[config.mk]
export PLATFORM = sky130hd
export DESIGN_NAME = led_trail_fader_flat
export DESIGN_NICKNAME = d
export VERILOG_FILES = /design/src/rtl/led_trail_fader_if.sv /design/src/rtl/led_trail_fader.sv /design/src/flat_wrapper.sv
export SDC_FILE = /design/constraint.sdc
export NUM_CORES = 1
export LEC_CHECK = 0
export ABC_AREA = 1
export BUFFER_PORTS_ARGS = -buffer_cell sky130_fd_sc_hd__buf_2
export CORE_ASPECT_RATIO = 0.5
export CORE_MARGIN = 3
export CORE_UTILIZATION = 65
export CTS_BUF_LIST = sky130_fd_sc_hd__clkbuf_8 sky130_fd_sc_hd__clkbuf_16
export CTS_CLUSTER_SIZE = 40
export DETAILED_ROUTE_END_ITERATION = 10
export GPL_TIMING_DRIVEN = 0
export HOLD_SLACK_MARGIN = 0.05
export PLACE_DENSITY = 0.83
export REMOVE_ABC_BUFFERS = 1
export SYNTH_ARGS = -nofsm -noshare
export SYNTH_HDL_FRONTEND = slang
export SYNTH_SLANG_ARGS = --single-unit
[constraint.sdc]
create_clock -name clk -period 3.3 [get_ports clk]
set_clock_uncertainty 0.1 [all_clocks]
set_input_delay 0.99 -clock clk [delete_from_list [all_inputs] [get_ports clk]]
set_output_delay 0.99 -clock clk [all_outputs]
set_load 0.02 [all_outputs]
[src/rtl/led_trail_fader_if.sv]
// Pattern/enable inputs and LED drive outputs of the trail fader.
// Master side is the pattern source; slave side is the fader itself.
// Pure wiring; no state.
interface led_trail_fader_if;
  logic [7:0] pattern_in;
  logic       enable;
  logic [7:0] leds_out;
  logic       active;

  modport master (output pattern_in, output enable, input leds_out, input active);
  modport slave  (input pattern_in, input enable, output leds_out, output active);
endinterface

[src/rtl/led_trail_fader.sv]
// Per-LED PWM fader: lit bits jump to full brightness, dark bits decay linearly per tick.
// Latency: 3 clocks from pattern_in bit rising to the LED output lit (pattern_q, lvl, leds_out).
// No backpressure: free-running stage, samples pattern_in every cycle.
module led_trail_fader #(
  parameter int CLK_FREQ  = 25_000_000,
  parameter int FADE_HZ   = 1_000,
  parameter int PWM_BITS  = 8,
  parameter int FADE_STEP = 8
) (
  input logic               clk,
  input logic               rst_n,
  led_trail_fader_if.slave  bus
);

  localparam int TICK_DIV = CLK_FREQ / FADE_HZ;
  // Keep at least one bit so TICK_DIV == 1 still elaborates.
  localparam int TW = (TICK_DIV > 1) ? $clog2(TICK_DIV) : 1;
  localparam logic [PWM_BITS-1:0] MAX       = {PWM_BITS{1'b1}};
  localparam logic [PWM_BITS-1:0] PWM_LAST  = MAX - 1'b1;
  localparam logic [PWM_BITS-1:0] STEP      = PWM_BITS'(FADE_STEP);
  localparam logic [TW-1:0]       TICK_LAST = TW'(TICK_DIV - 1);

  logic [7:0]          pattern_q;
  logic [PWM_BITS-1:0] lvl     [8];
  logic [PWM_BITS-1:0] lvl_nxt [8];
  logic [PWM_BITS-1:0] pwm_cnt;
  logic [TW-1:0]       tick_cnt;
  logic [7:0]          leds_q;
  logic [7:0]          leds_nxt;
  logic                active_q;
  logic                any_lit;
  logic                tick;

  assign tick         = (tick_cnt == TICK_LAST);
  assign bus.leds_out = leds_q;
  assign bus.active   = active_q;

  // Next brightness: disable clears, attack beats decay, decay saturates at zero.
  always_comb begin
    for (int i = 0; i < 8; i++) begin
      lvl_nxt[i] = lvl[i];
      if (!bus.enable) begin
        lvl_nxt[i] = '0;
      end else if (pattern_q[i]) begin
        lvl_nxt[i] = MAX;
      end else if (tick) begin
        lvl_nxt[i] = (lvl[i] < STEP) ? '0 : lvl[i] - STEP;
      end
    end
  end

  // PWM compare and activity flag, both from the levels before this cycle's update.
  always_comb begin
    leds_nxt = '0;
    any_lit  = 1'b0;
    for (int i = 0; i < 8; i++) begin
      leds_nxt[i] = bus.enable && (pwm_cnt < lvl[i]);
      if (lvl[i] != '0) begin
        any_lit = 1'b1;
      end
    end
  end

  // Pattern register keeps sampling even while disabled.
  always_ff @(posedge clk or negedge rst_n) begin
    if (!rst_n) begin
      pattern_q <= '0;
    end else begin
      pattern_q <= bus.pattern_in;
    end
  end

  // Prescaler and PWM phase; both parked at zero while disabled so re-enable starts clean.
  always_ff @(posedge clk or negedge rst_n) begin
    if (!rst_n) begin
      tick_cnt <= '0;
      pwm_cnt  <= '0;
    end else if (!bus.enable) begin
      tick_cnt <= '0;
      pwm_cnt  <= '0;
    end else begin
      tick_cnt <= tick ? '0 : tick_cnt + TW'(1);
      pwm_cnt  <= (pwm_cnt == PWM_LAST) ? '0 : pwm_cnt + PWM_BITS'(1);
    end
  end

  // Brightness levels and registered outputs.
  always_ff @(posedge clk or negedge rst_n) begin
    if (!rst_n) begin
      for (int i = 0; i < 8; i++) begin
        lvl[i] <= '0;
      end
      leds_q   <= '0;
      active_q <= 1'b0;
    end else begin
      for (int i = 0; i < 8; i++) begin
        lvl[i] <= lvl_nxt[i];
      end
      leds_q   <= leds_nxt;
      active_q <= any_lit;
    end
  end

endmodule

[src/flat_wrapper.sv]
// flat-port wrapper written by rule: the top's interface ports become plain ports
module led_trail_fader_flat 
#(
  parameter int CLK_FREQ  = 25_000_000,
  parameter int FADE_HZ   = 1_000,
  parameter int PWM_BITS  = 8,
  parameter int FADE_STEP = 8
)
  (clk, rst_n, bus_pattern_in, bus_enable, bus_leds_out, bus_active);
  led_trail_fader_if bus_i ();
  input logic clk;
  input logic rst_n;
  input wire logic [$bits(bus_i.pattern_in)-1:0] bus_pattern_in;
  input wire logic [$bits(bus_i.enable)-1:0] bus_enable;
  output wire logic [$bits(bus_i.leds_out)-1:0] bus_leds_out;
  output wire logic [$bits(bus_i.active)-1:0] bus_active;
  assign bus_i.pattern_in = bus_pattern_in;
  assign bus_i.enable = bus_enable;
  assign bus_leds_out = bus_i.leds_out;
  assign bus_active = bus_i.active;
  led_trail_fader #(.CLK_FREQ(CLK_FREQ), .FADE_HZ(FADE_HZ), .PWM_BITS(PWM_BITS), .FADE_STEP(FADE_STEP)) u_core (.clk(clk), .rst_n(rst_n), .bus(bus_i));
endmodule
==> results of run 1 <==
[synth_stat cells]
| master | instances | share of area [%] |
|---|---|---|
| sky130_fd_sc_hd__buf_1 | 2 | 0.12 |
| sky130_fd_sc_hd__clkbuf_1 | 7 | 0.43 |
| sky130_fd_sc_hd__dfrtp_1 | 88 | 36 |
| sky130_fd_sc_hd__a211oi_1 | 8 | 0.98 |
| sky130_fd_sc_hd__or2_2 | 1 | 0.10 |
| sky130_fd_sc_hd__o21ai_0 | 10 | 0.82 |
| sky130_fd_sc_hd__buf_6 | 6 | 1.1 |
| sky130_fd_sc_hd__inv_1 | 103 | 6.3 |
| sky130_fd_sc_hd__nand2_4 | 1 | 0.18 |
| sky130_fd_sc_hd__a31oi_1 | 1 | 0.10 |
| sky130_fd_sc_hd__nor2_2 | 2 | 0.20 |
| sky130_fd_sc_hd__nor4_1 | 1 | 0.10 |
| sky130_fd_sc_hd__nand3_1 | 95 | 7.8 |
| sky130_fd_sc_hd__nor2_1 | 94 | 5.8 |
| sky130_fd_sc_hd__a31o_2 | 1 | 0.14 |
| sky130_fd_sc_hd__clkinv_1 | 5 | 0.31 |
| sky130_fd_sc_hd__nor3b_1 | 1 | 0.12 |
| sky130_fd_sc_hd__ha_1 | 67 | 14 |
| sky130_fd_sc_hd__nand2_2 | 2 | 0.20 |
| sky130_fd_sc_hd__xor2_1 | 15 | 2.1 |
| sky130_fd_sc_hd__buf_2 | 3 | 0.25 |
| sky130_fd_sc_hd__xnor2_1 | 2 | 0.29 |
| sky130_fd_sc_hd__nand4_1 | 51 | 5.2 |
| sky130_fd_sc_hd__inv_2 | 3 | 0.18 |
| sky130_fd_sc_hd__nor3_1 | 10 | 0.82 |
| sky130_fd_sc_hd__a21oi_1 | 38 | 3.1 |
| sky130_fd_sc_hd__nand2_1 | 219 | 13 |
[routing by layer]
layer  GRT usage [%]  vias up  wire [µm]
met2           46.99      203       6576
li1                -     2781          -
met1           37.00     2627       6448
met3           5.716       30        919
met5               0        -          0
met4           8.957        0        273
[path summary, 6_finish.rpt]
check                                    from                     end  cells past startpoint
setup / recovery                   bus_enable  u_core.bus.leds_out[5]                      5
hold / removal             u_core.tick_cnt[0]      u_core.tick_cnt[0]                      1
setup reg to reg           u_core.tick_cnt[0]     u_core.tick_cnt[14]                     10
hold reg to reg            u_core.tick_cnt[0]      u_core.tick_cnt[0]                      1
max in group asynchronous               rst_n          u_core.lvl[14]                      2
min in group asynchronous               rst_n      u_core.tick_cnt[3]                      1
[cell usage in the layout, fill, tap and decap left out]
| cell | instances |
|---|---|
| sky130_fd_sc_hd__a211oi_1 | 8 |
| sky130_fd_sc_hd__a21oi_1 | 38 |
| sky130_fd_sc_hd__a31o_2 | 1 |
| sky130_fd_sc_hd__a31oi_1 | 1 |
| sky130_fd_sc_hd__buf_16 | 1 |
| sky130_fd_sc_hd__buf_2 | 17 |
| sky130_fd_sc_hd__buf_4 | 1 |
| sky130_fd_sc_hd__bufinv_16 | 2 |
| sky130_fd_sc_hd__clkbuf_16 | 9 |
| sky130_fd_sc_hd__clkbuf_4 | 1 |
| sky130_fd_sc_hd__clkbuf_8 | 1 |
| sky130_fd_sc_hd__clkinv_1 | 5 |
| sky130_fd_sc_hd__clkinv_2 | 1 |
| sky130_fd_sc_hd__clkinvlp_4 | 4 |
| sky130_fd_sc_hd__dfrtp_1 | 88 |
| sky130_fd_sc_hd__ha_1 | 67 |
| sky130_fd_sc_hd__inv_1 | 103 |
| sky130_fd_sc_hd__inv_2 | 3 |
| sky130_fd_sc_hd__nand2_1 | 219 |
| sky130_fd_sc_hd__nand2_2 | 2 |
| sky130_fd_sc_hd__nand2_4 | 1 |
| sky130_fd_sc_hd__nand3_1 | 95 |
| sky130_fd_sc_hd__nand4_1 | 51 |
| sky130_fd_sc_hd__nor2_1 | 94 |
| sky130_fd_sc_hd__nor2_2 | 2 |
| sky130_fd_sc_hd__nor3_1 | 10 |
| sky130_fd_sc_hd__nor3b_1 | 1 |
| sky130_fd_sc_hd__nor4_1 | 1 |
| sky130_fd_sc_hd__o21ai_0 | 10 |
| sky130_fd_sc_hd__or2_2 | 1 |
| sky130_fd_sc_hd__xnor2_1 | 2 |
| sky130_fd_sc_hd__xor2_1 | 15 |
[cells by family (layout without fill, tap and decap cells)]
logic type               Yosys count  after routing  share of synthesized area [%]
AO/OA/AOI/OAI                     58             58                          5.158
XOR/XNOR                          17             17                          2.436
adder cells (fa/ha/maj)           67             67                          13.71
buffers and inverters            129            148                          8.719
flip-flops                        88             88                          36.02
AND/OR/NAND/NOR                  477            477                          33.95
[worst max-delay path, stage by stage]
cell and delay [ps]:
sky130_fd_sc_hd__clkbuf_4 660, sky130_fd_sc_hd__clkinvlp_4 640, sky130_fd_sc_hd__a211oi_1 400, sky130_fd_sc_hd__nand3_1 130, sky130_fd_sc_hd__a21oi_1 180
[state kept, by name (all words and copies together) (netlist names)]
signal and flops:
u_core.bus.leds_out 8, u_core.pwm_cnt 8, u_core.bus.active 1, u_core.lvl 48, u_core.tick_cnt 15, u_core.pattern_q 8
[timing repair]
action                     4_1_cts  5_1_grt
gates resized for setup          2        1
setup endpoints to repair        6        8
gates cloned                     1        0
[through the flow]
step                      cell area [µm²]  power, W  worst slack, ps  TNS, ps  cells
final                                6605  0.003027            437.6        0    972
after global routing                 6605  0.003205            319.7        0    972
after CTS                            6603  0.003027           -16.60   -16.60    972
after detailed placement             6269  0.001910           -452.5    -5978    955
after global placement               6238  0.001873           -406.1    -5926    954
after floorplan                      5997  0.001728             1338        0    818
[power groups by stage]
stage | combinational, W | sequential, W | clock (W)
after floorplan | 0.000475 | 0.00125 | 0
after global placement | 0.000610 | 0.00126 | 0
after detailed placement | 0.000646 | 0.00126 | 0
after CTS | 0.000658 | 0.00125 | 0.00112
after global routing | 0.000766 | 0.00126 | 0.00118
final | 0.000662 | 0.00125 | 0.00112
[final cells by class]
class	instances	share of cell area (%)
Clock buffer	10	3.618
Clock inverter	6	1.269
Inverter	111	6.365
Multi-Input combinational cell	619	51.15
Sequential cell	88	33.34
Tap cell	117	2.216
Timing Repair Buffer	20	1.932
Timing Repair inverter	1	0.1137
==> flow_summary.rst, run 1 <==
.. list-table::
   :header-rows: 1

   * - Metric
     - Value
   * - Run status
     - complete, no violations
   * - Arrival time at the worst endpoint
     - 3020 ps
   * - Worst hold slack
     - between 300 and 400 ps
   * - Unique cell type count in the Yosys netlist
     - 27
   * - Global-route congestion overflow total
     - 0
   * - Sequential Area
     - approximately 0.0022 mm²
   * - Number of filler instances in the final layout
     - about 710
   * - Final cycle utilization of the critical path
     - between 80% and 90%
   * - Number of antenna violations at the first check in global routing
     - 0
   * - Horiz. Die Dim
     - 143.2 µm
   * - Clock-pin slew on the worst setup and hold paths
     - around 70 ps
   * - Vertical die dimension
     - about 75 µm
   * - Switching Fraction
     - 31.42%
   * - RSZ-0062 raised after global routing
     - false
   * - Max FO, Critical Path
     - between 60 and 70
   * - Share of cells above drive strength 1
     - about 5.5%
   * - HPWL after DPL
     - around 9500 µm
   * - Register bit total from synthesis
     - 88
   * - Placeable core region
     - approximately 0.0089 mm²
   * - Final routed wirelength across all metal layers
     - about 14000 µm
   * - Pwr per Cell Area
     - ~460 mW/mm²
   * - Mapped Cells
     - roughly 840
   * - Placer Congestion
     - between 0.9 and 1
   * - Number of primary I/O pins
     - 20
   * - Antenna Diode Count
     - 0
   * - Fmax achieved
     - about 350 MHz
   * - IR Drop Worst-Case VDD
     - roughly 0.3 mV
   * - Buffers on Ports
     - 19
   * - Full die area
     - 0.01068 mm²
   * - Detailed router's first-iteration violation count
     - 410
   * - Critical path type
     - in -> reg
   * - Sequential element share of the synthesized area
     - 36.02%
   * - CTS H-tree depth
     - 3
   * - Post-cts hold buffer count
     - 0
   * - Worst rel slew slack
     - ~34%
   * - Clock root cell
     - sky130_fd_sc_hd__clkbuf_16
   * - Clock power share
     - 36.8%
   * - Number of core rows
     - 24
   * - Count of buffers added by post-CTS timing repair for setup
     - 0
   * - Mean routed wirelength per cell
     - ~15 µm
   * - Mapped Area
     - about 0.006 mm²
   * - Number of failing setup endpoints in the final timing report
     - 0
   * - GRT Total Usage
     - 27.94%
   * - Flop-to-flop setup slack
     - 690 ps
   * - Number of buffers inserted during clock tree synthesis
     - 9
   * - Length of the first detailed-routing pass in iterations
     - 5
   * - Utilization after layout
     - 74.06%
   * - Minimum clock period after layout
     - roughly 2900 ps
   * - Area growth from synthesis to final layout
     - 8.043%
   * - Total net switching power
     - between 0.0009 and 0.001 W
   * - Maximum clock insertion buffer count
     - 2
   * - Cell-internal power
     - ~0.0021 W
   * - Type of element launching the critical path
     - primary input
   * - Area of the multi-input gates
     - between 0.003 and 0.004 mm²
   * - Leakage power of the design
     - between 3 and 4 nW
   * - Type of the most critical hold path
     - reg -> reg
   * - Vias post-DR
     - 5641
   * - Final number of max-transition violations
     - 0
   * - Required time worst endpoint
     - about 3500 ps
   * - Total number of clock tree sinks
     - 88
   * - Starting density of the core
     - 68.55%
   * - TritonCTS clock tree
     - done
   * - Via count of the first global-routing pass
     - 5092
   * - Synth Area per Inst
     - around 7.3 µm²
   * - Critical Path Sink Type
     - flop
   * - Remaining antenna violation count
     - 0
   * - Nets@finish
     - around 930
   * - # DRC
     - 0
   * - Proportion of power drawn by flip-flops and latches
     - between 40% and 50%
   * - Transition time at the pin with the least slew margin
     - roughly 1000 ps
   * - Ys Warns
     - 0
   * - Insertion delay to the later sink of the worst-skew pair
     - around 350 ps
   * - Combinational share of power
     - between 20% and 30%
   * - Vias per cell
     - 5.803
   * - Total of max-cap violations
     - 0
   * - Count of final hold-check violations
     - 0
   * - First-pass GRT wire length
     - around 23000 µm
   * - Maximum number of pins on one net before global-route repair
     - 68
Note: power is estimated with default switching activity, not from simulation.
==> run 2: changes to the inputs <==
--- a/config.mk
+++ b/config.mk
@@ -7,16 +7,18 @@
 export LEC_CHECK = 0
 export ABC_AREA = 1
 export BUFFER_PORTS_ARGS = -buffer_cell sky130_fd_sc_hd__buf_2
+export CAP_MARGIN = 20
 export CORE_ASPECT_RATIO = 0.5
 export CORE_MARGIN = 3
-export CORE_UTILIZATION = 65
+export CORE_UTILIZATION = 63
 export CTS_BUF_LIST = sky130_fd_sc_hd__clkbuf_8 sky130_fd_sc_hd__clkbuf_16
 export CTS_CLUSTER_SIZE = 40
 export DETAILED_ROUTE_END_ITERATION = 10
 export GPL_TIMING_DRIVEN = 0
 export HOLD_SLACK_MARGIN = 0.05
-export PLACE_DENSITY = 0.83
+export PLACE_DENSITY = 0.81
 export REMOVE_ABC_BUFFERS = 1
 export SYNTH_ARGS = -nofsm -noshare
 export SYNTH_HDL_FRONTEND = slang
 export SYNTH_SLANG_ARGS = --single-unit
+export TNS_END_PERCENT = 30
==> constraint.sdc (replaced) <==
create_clock -name clk -period 3.2 [get_ports clk]
set_clock_uncertainty 0.1 [all_clocks]
set_input_delay 0.96 -clock clk [delete_from_list [all_inputs] [get_ports clk]]
set_output_delay 0.96 -clock clk [all_outputs]
set_load 0.02 [all_outputs]
==> flow_summary.rst, run 2 (synthesized netlist as in run 1, its figures left out) <==
.. list-table::
   :header-rows: 1

   * - Metric
     - Value
   * - Run status
     - complete, no violations
   * - Mean routed wirelength per cell
     - 14.50 µm (-0.85%)
   * - Detailed router's first-iteration violation count
     - 434 (+5.9%)
   * - Placeable core region
     - 0.009069 mm² (+1.7%)
   * - Via count of the first global-routing pass
     - 5224 (+2.6%)
   * - Beginning of the worst hold path
     - u_core.tick_cnt[0]
   * - Vertical die dimension
     - 75.66 µm (+1.4%)
   * - Type of element launching the critical path
     - primary input
   * - Total power
     - 0.003264 W (+7.8%)
   * - Commonest cells after routing, fill and taps aside
     - sky130_fd_sc_hd__nand2_1 (219), sky130_fd_sc_hd__inv_1 (103), sky130_fd_sc_hd__nand3_1 (95)
   * - Minimum setup slack after placement
     - -349.8 ps (+102.7 ps)
   * - Nets@finish
     - 928 (unchanged)
   * - Total of max-cap violations
     - 0 (unchanged)
   * - Maximum number of pins on one net before global-route repair
     - 67 (-1.5%)
   * - Share of cells above drive strength 1
     - 5.497% (unchanged)
   * - Capture instance of the worst register-to-register path
     - u_core.lvl[14]
   * - Length of the first detailed-routing pass in iterations
     - 5 (unchanged)
   * - Number of flip-flops under the largest register name
     - 48 (unchanged)
   * - Buffers on Ports
     - 19 (unchanged)
   * - Min-Delay Endpoint
     - u_core.tick_cnt[0]
   * - Full die area
     - 0.01099 mm² (+3.0%)
   * - Count of buffers added by post-CTS timing repair for setup
     - 0 (unchanged)
   * - Area of all placed cells without fillers
     - 0.006684 mm² (+1.2%)
   * - First-pass GRT wire length
     - 24120 µm (+2.7%)
   * - Number of core rows
     - 24 (unchanged)
   * - TritonCTS clock tree
     - done
   * - Most common library cell in the layout ignoring fill and taps
     - sky130_fd_sc_hd__nand2_1
   * - Number of filler instances in the final layout
     - 732 (+2.8%)
   * - Vias post-DR
     - 5600 (-0.73%)
   * - Final worst slack
     - 467.3 ps (+29.76 ps)
   * - Type of the most critical hold path
     - reg -> reg
   * - Flop-to-flop setup slack
     - 590 ps (-100 ps)
   * - Final number of max-transition violations
     - 0 (unchanged)
   * - Cells on worst reg2reg path
     - 9 (-1)
   * - Count of final hold-check violations
     - 0 (unchanged)
   * - Total number of clock tree sinks
     - 88 (unchanged)
   * - Hold Path Cell Cnt
     - 1 (unchanged)
   * - IR Drop Worst-Case VDD
     - 0.2798 mV (-7.1%)
   * - Insertion delay to the later sink of the worst-skew pair
     - 340 ps (about the same)
   * - Final routed wirelength across all metal layers
     - 14280 µm (+0.47%)
   * - Number of buffers inserted during clock tree synthesis
     - 9 (unchanged)
   * - Area growth from synthesis to final layout
     - 9.333%
   * - Vias per cell
     - 5.685 (-2.0%)
   * - Leakage power of the design
     - 3.540 nW (+1.3%)
   * - Critical path type
     - in -> reg
   * - # DRC
     - 0 (unchanged)
   * - Global-route congestion overflow total
     - 0 (unchanged)
   * - Resize count post-CTS
     - 1 (-1)
   * - Final cycle utilization of the critical path
     - roughly 85%
   * - Horiz. Die Dim
     - 145.3 µm (+1.5%)
   * - Pwr per Cell Area
     - 488.4 mW/mm² (+6.6%)
   * - CTS H-tree depth
     - 3 (unchanged)
   * - Clock-pin slew on the worst setup and hold paths
     - 60 ps (about the same)
   * - Max FO, Critical Path
     - 66 (-1.5%)
   * - Worst rel slew slack
     - 32.26% (-1.9 points)
   * - Placer Congestion
     - 0.8795 (-3.7%)
   * - GRT Total Usage
     - 27.27% (-0.67 points)
   * - Number of antenna violations at the first check in global routing
     - 0 (unchanged)
   * - Remaining antenna violation count
     - 0 (unchanged)
   * - Number of failing setup endpoints in the final timing report
     - 0 (unchanged)
   * - Transition time at the pin with the least slew margin
     - 1012 ps (+27.86 ps)
   * - HPWL after DPL
     - 9762 µm (+2.3%)
   * - Antenna Diode Count
     - 0 (unchanged)
   * - Starting density of the core
     - 67.41% (-1.1 points)
   * - Number of cells after detailed placement
     - 969 (+1.5%)
   * - Fmax achieved
     - between 300 and 400 MHz
   * - Cell Count, Final, Fillers Out
     - 985 (+1.3%)
   * - Regs by FF count
     - u_core.lvl (48), u_core.tick_cnt (15)
   * - RSZ-0062 raised after global routing
     - false
   * - Placed cell area
     - 0.006312 mm² (+0.70%)
   * - Minimum clock period after layout
     - 2733 ps
   * - Arrival time at the worst endpoint
     - 2900 ps (-120 ps)
   * - Worst flop-to-flop path startpoint
     - u_core.tick_cnt[0]
   * - Clock root cell
     - sky130_fd_sc_hd__clkbuf_16
   * - Required time worst endpoint
     - 3370 ps (-90 ps)
   * - Number of primary I/O pins
     - 20 (unchanged)
   * - Maximum clock insertion buffer count
     - 2 (unchanged)
   * - Largest Register
     - u_core.lvl
   * - Post-cts hold buffer count
     - 0 (unchanged)
   * - Critical Path Sink Type
     - flop
-- run 2: cell count changes in the layout (fill, tap and decap cells not counted), sizes merged --
cell,change
clkbuf,-1
buf,+2
clkinv,+1
bufinv,+2
clkinvlp,-4
-- run 2: where the power goes --
| group | switching [W] | internal (W) |
|---|---|---|
| combinational | 0.000444 | 0.000242 |
| sequential | 0.0000900 | 0.00120 |
| clock | 0.000427 | 0.000860 |
-- run 2: routing by layer --
layer  vias to the layer above  GRT usage (%)  routed length [µm]
met1                      2592          34.86                6466
met2                       182          47.78                6568
li1                       2786              -                   -
met4                         0          9.148                 289
met3                        40          5.823                 958
met5                         -              0                   0
-- run 2: worst max-delay path by stage --
| stage | startpoint | to |
|---|---|---|
| final | bus_enable | u_core.bus.leds_out[5] |
| after global routing | bus_enable | u_core.bus.leds_out[5] |
| after CTS | bus_enable | u_core.bus.leds_out[2] |
| after detailed placement | bus_enable | u_core.bus.leds_out[3] |
| after global placement | bus_enable | u_core.bus.leds_out[2] |
| after floorplan | u_core.tick_cnt[0] | u_core.lvl[14] |
-- run 2: area by class of cell --
type                            instances  area (µm²)  area share, %
Clock buffer                           10       239.0          3.575
Clock inverter                          6       130.1          1.947
Inverter                              111       416.7          6.234
Multi-Input combinational cell        619        3378          50.54
Sequential cell                        88        2202          32.95
Tap cell                              130       162.7          2.434
Timing Repair Buffer                   21       155.1          2.321
-- run 2: worst max-delay path: stages --
cell	delay (ps)
sky130_fd_sc_hd__buf_4	560
sky130_fd_sc_hd__inv_1	560
sky130_fd_sc_hd__buf_16	310
sky130_fd_sc_hd__a211oi_1	220
sky130_fd_sc_hd__nand3_1	120
sky130_fd_sc_hd__a21oi_1	130
-- run 2: per-stage QoR --
| step | utilization, % | hold slack, ps | setup TNS, ps |
|---|---|---|---|
| after floorplan | - | 332.2 | 0 |
| after global placement | 68.97 | 350.3 | -7382 |
| after CTS | 73.70 | 379.0 | 0 |
| after detailed placement | 69.61 | 370.5 | -3752 |
| after global routing | 73.70 | 397.2 | 0 |
| final | 73.70 | 376.8 | 0 |
==> run 3: changes to the inputs <==
--- a/config.mk
+++ b/config.mk
@@ -11,13 +11,14 @@
 export CORE_ASPECT_RATIO = 0.5
 export CORE_MARGIN = 3
 export CORE_UTILIZATION = 63
-export CTS_BUF_LIST = sky130_fd_sc_hd__clkbuf_8 sky130_fd_sc_hd__clkbuf_16
+export CTS_BUF_LIST = sky130_fd_sc_hd__clkbuf_16
 export CTS_CLUSTER_SIZE = 40
 export DETAILED_ROUTE_END_ITERATION = 10
 export GPL_TIMING_DRIVEN = 0
 export HOLD_SLACK_MARGIN = 0.05
 export PLACE_DENSITY = 0.81
 export REMOVE_ABC_BUFFERS = 1
+export SKIP_LAST_GASP = 1
 export SYNTH_ARGS = -nofsm -noshare
 export SYNTH_HDL_FRONTEND = slang
 export SYNTH_SLANG_ARGS = --single-unit
==> flow_summary.rst, run 3 (synthesized netlist as in run 1, its figures left out) <==
.. list-table::
   :header-rows: 1

   * - Metric
     - Value
   * - Leakage power of the design
     - 3.535 nW (-0.16%)
   * - CP Launch Point
     - bus_enable
   * - Number of core rows
     - 24 (unchanged)
   * - Required time worst endpoint
     - 3370 ps (about the same)
   * - Maximum clock insertion buffer count
     - 2 (unchanged)
   * - Most common library cell in the layout ignoring fill and taps
     - sky130_fd_sc_hd__nand2_1
   * - Arrival time at the worst endpoint
     - 2910 ps (about the same)
   * - Type of element launching the critical path
     - primary input
   * - Worst hold slack
     - 375.3 ps (-1.449 ps)
   * - Vias post-DR
     - 5576 (-0.43%)
   * - Cell breakdown of the critical path
     - buf_4 -> inv_1 -> buf_16 -> a211oi_1 -> nand3_1 -> a21oi_1
   * - Remaining antenna violation count
     - 0 (unchanged)
   * - Number of primary I/O pins
     - 20 (unchanged)
   * - Minimum clock period after layout
     - 2742 ps (+9.189 ps)
   * - Placeable core region
     - 0.009069 mm² (unchanged)
   * - Maximum cell stage delay along the critical path
     - 560 ps (about the same)
   * - Count of final hold-check violations
     - 0 (unchanged)
   * - Cells on worst reg2reg path
     - 9 (unchanged)
   * - GRT Total Usage
     - 27.27% (unchanged)
   * - Total net switching power
     - 0.0009647 W (+0.36%)
   * - Run status
     - complete, no violations
   * - Starting density of the core
     - 67.41% (unchanged)
   * - Via count of the first global-routing pass
     - 5226 (+0.038%)
   * - Number of failing setup endpoints in the final timing report
     - 0 (unchanged)
   * - Fmax achieved
     - 364.7 MHz (-0.34%)
   * - Placer Congestion
     - 0.8795 (unchanged)
   * - Nets@finish
     - 928 (unchanged)
   * - Total power
     - 0.003244 W (-0.62%)
   * - Flop-to-flop setup slack
     - 610 ps (+20 ps)
   * - Share of cells above drive strength 1
     - 5.380% (-0.12 points)
   * - Type of the most critical hold path
     - reg -> reg
   * - Buffers on Ports
     - 19 (unchanged)
   * - Final cycle utilization of the critical path
     - 85.68% (+0.29 points)
   * - # DRC
     - 0 (unchanged)
   * - Critical-path cell with the highest stage delay
     - sky130_fd_sc_hd__buf_4
   * - TritonCTS clock tree
     - done
   * - Number of antenna violations at the first check in global routing
     - 0 (unchanged)
   * - Detailed router's first-iteration violation count
     - 396 (-8.8%)
   * - CTS H-tree depth
     - 3 (unchanged)
   * - Horiz. Die Dim
     - 145.3 µm (unchanged)
   * - Number of buffers inserted during clock tree synthesis
     - 9 (unchanged)
   * - Proportion of power drawn by flip-flops and latches
     - 39.8% (+0.3 points)
   * - Worst path bufs/invs
     - 3 (unchanged)
   * - Final routed wirelength across all metal layers
     - 14260 µm (-0.18%)
   * - First-pass GRT wire length
     - 24120 µm (about the same)
   * - Post-cts hold buffer count
     - 0 (unchanged)
   * - HPWL after DPL
     - 9762 µm (unchanged)
   * - Full die area
     - 0.01099 mm² (unchanged)
   * - Pwr per Cell Area
     - 486.0 mW/mm² (-0.48%)
   * - Utilization after layout
     - 73.59% (-0.11 points)
   * - Total of max-cap violations
     - 0 (unchanged)
   * - Combinational share of power
     - 21.2% (+0.2 points)
   * - Clock power share
     - 39.1% (-0.3 points)
   * - Antenna Diode Count
     - 0 (unchanged)
   * - Vertical die dimension
     - 75.66 µm (unchanged)
   * - Number of cells on the critical path
     - 6 (unchanged)
   * - Maximum number of pins on one net before global-route repair
     - 67 (unchanged)
   * - Largest delay contributor family on the critical path
     - buffers and inverters
   * - Endpoint of the most critical setup path
     - u_core.bus.leds_out[5]
   * - Switching Fraction
     - 29.74% (+0.29 points)
   * - Global-route congestion overflow total
     - 0 (unchanged)
   * - Vias per cell
     - 5.661 (-0.43%)
   * - Worst rel slew slack
     - 33.58% (+1.3 points)
   * - Number of flip-flops under the largest register name
     - 48 (unchanged)
   * - Insertion delay to the later sink of the worst-skew pair
     - 340 ps (about the same)
   * - Max FO, Critical Path
     - 66 (unchanged)
   * - Regs by FF count
     - u_core.lvl (48), u_core.tick_cnt (15)
   * - Clock root cell
     - sky130_fd_sc_hd__clkbuf_16
   * - Capture instance of the worst register-to-register path
     - u_core.lvl[14]
   * - Transition time at the pin with the least slew margin
     - 992.7 ps (-19.75 ps)
   * - Critical Path Sink Type
     - flop
   * - IR Drop Worst-Case VDD
     - 0.2819 mV (+0.75%)
   * - Total number of clock tree sinks
     - 88 (unchanged)
   * - Final number of max-transition violations
     - 0 (unchanged)
   * - Cell-internal power
     - 0.002279 W (-1.0%)
   * - Area growth from synthesis to final layout
     - 9.169%
   * - Largest Register
     - u_core.lvl
   * - Clock-pin slew on the worst setup and hold paths
     - 60 ps (about the same)
   * - Critical path type
     - in -> reg
   * - Length of the first detailed-routing pass in iterations
     - 5 (unchanged)
   * - Worst flop-to-flop path startpoint
     - u_core.tick_cnt[0]
   * - Mean routed wirelength per cell
     - 14.48 µm (-0.18%)
   * - Commonest cells after routing, fill and taps aside
     - sky130_fd_sc_hd__nand2_1 (219), sky130_fd_sc_hd__inv_1 (103), sky130_fd_sc_hd__nand3_1 (95)
   * - RSZ-0062 raised after global routing
     - false
==> run 3: per-stage QoR <==
stage	cells	area (µm²)	setup WS, ps	setup TNS (ps)
after floorplan	818	5997	1238	0
after global placement	967	6255	-438.5	-7382
after detailed placement	969	6312	-349.8	-3752
after CTS	985	6674	514.3	0
after global routing	985	6674	354.6	0
final	985	6674	458.1	0
==> run 3: worst min-delay path by stage <==
| stage | start | to | slack [ps] | depth (start not counted) |
|---|---|---|---|---|
| after detailed placement | u_core.tick_cnt[0] | u_core.tick_cnt[0] | 370 | 1 |
| after floorplan | u_core.tick_cnt[0] | u_core.tick_cnt[0] | 330 | 1 |
| after global routing | u_core.tick_cnt[0] | u_core.tick_cnt[0] | 400 | 1 |
| after global placement | u_core.tick_cnt[0] | u_core.tick_cnt[0] | 350 | 1 |
| after CTS | u_core.tick_cnt[0] | u_core.tick_cnt[0] | 380 | 1 |
| final | u_core.tick_cnt[0] | u_core.tick_cnt[0] | 380 | 1 |
==> run 3: cell type report <==
cell class	count	area, µm²
Clock buffer	9	225.2
Clock inverter	7	133.9
Fill cell	734	2395
Inverter	111	416.7
Multi-Input combinational cell	619	3378
Sequential cell	88	2202
Tap cell	130	162.7
Timing Repair Buffer	21	155.1
==> run 3: timing repair <==
item	4_1_cts	5_1_grt
buffers inserted	0	0
endpoints found under the setup margin	3	0
gates resized for setup	1	0
==> run 3: metal layers <==
metal  GRT usage [%]  up-vias  share of wire [%]
met5               0        -                  0
met4           9.148        0                1.7
met3           5.823       32                6.1
met2           47.78      163                 46
met1           34.86     2593                 46
li1                -     2788                  -
==> run 3: power groups by stage <==
stage / Sequential, W / Combinational [W] / Clock (W)
2_1_floorplan: 0.00129 / 0.000490 / 0
3_3_place_gp: 0.00130 / 0.000632 / 0
3_5_place_dp: 0.00131 / 0.000672 / 0
4_1_cts: 0.00129 / 0.000684 / 0.00128
5_1_grt: 0.00130 / 0.000799 / 0.00133
6_report: 0.00129 / 0.000686 / 0.00127
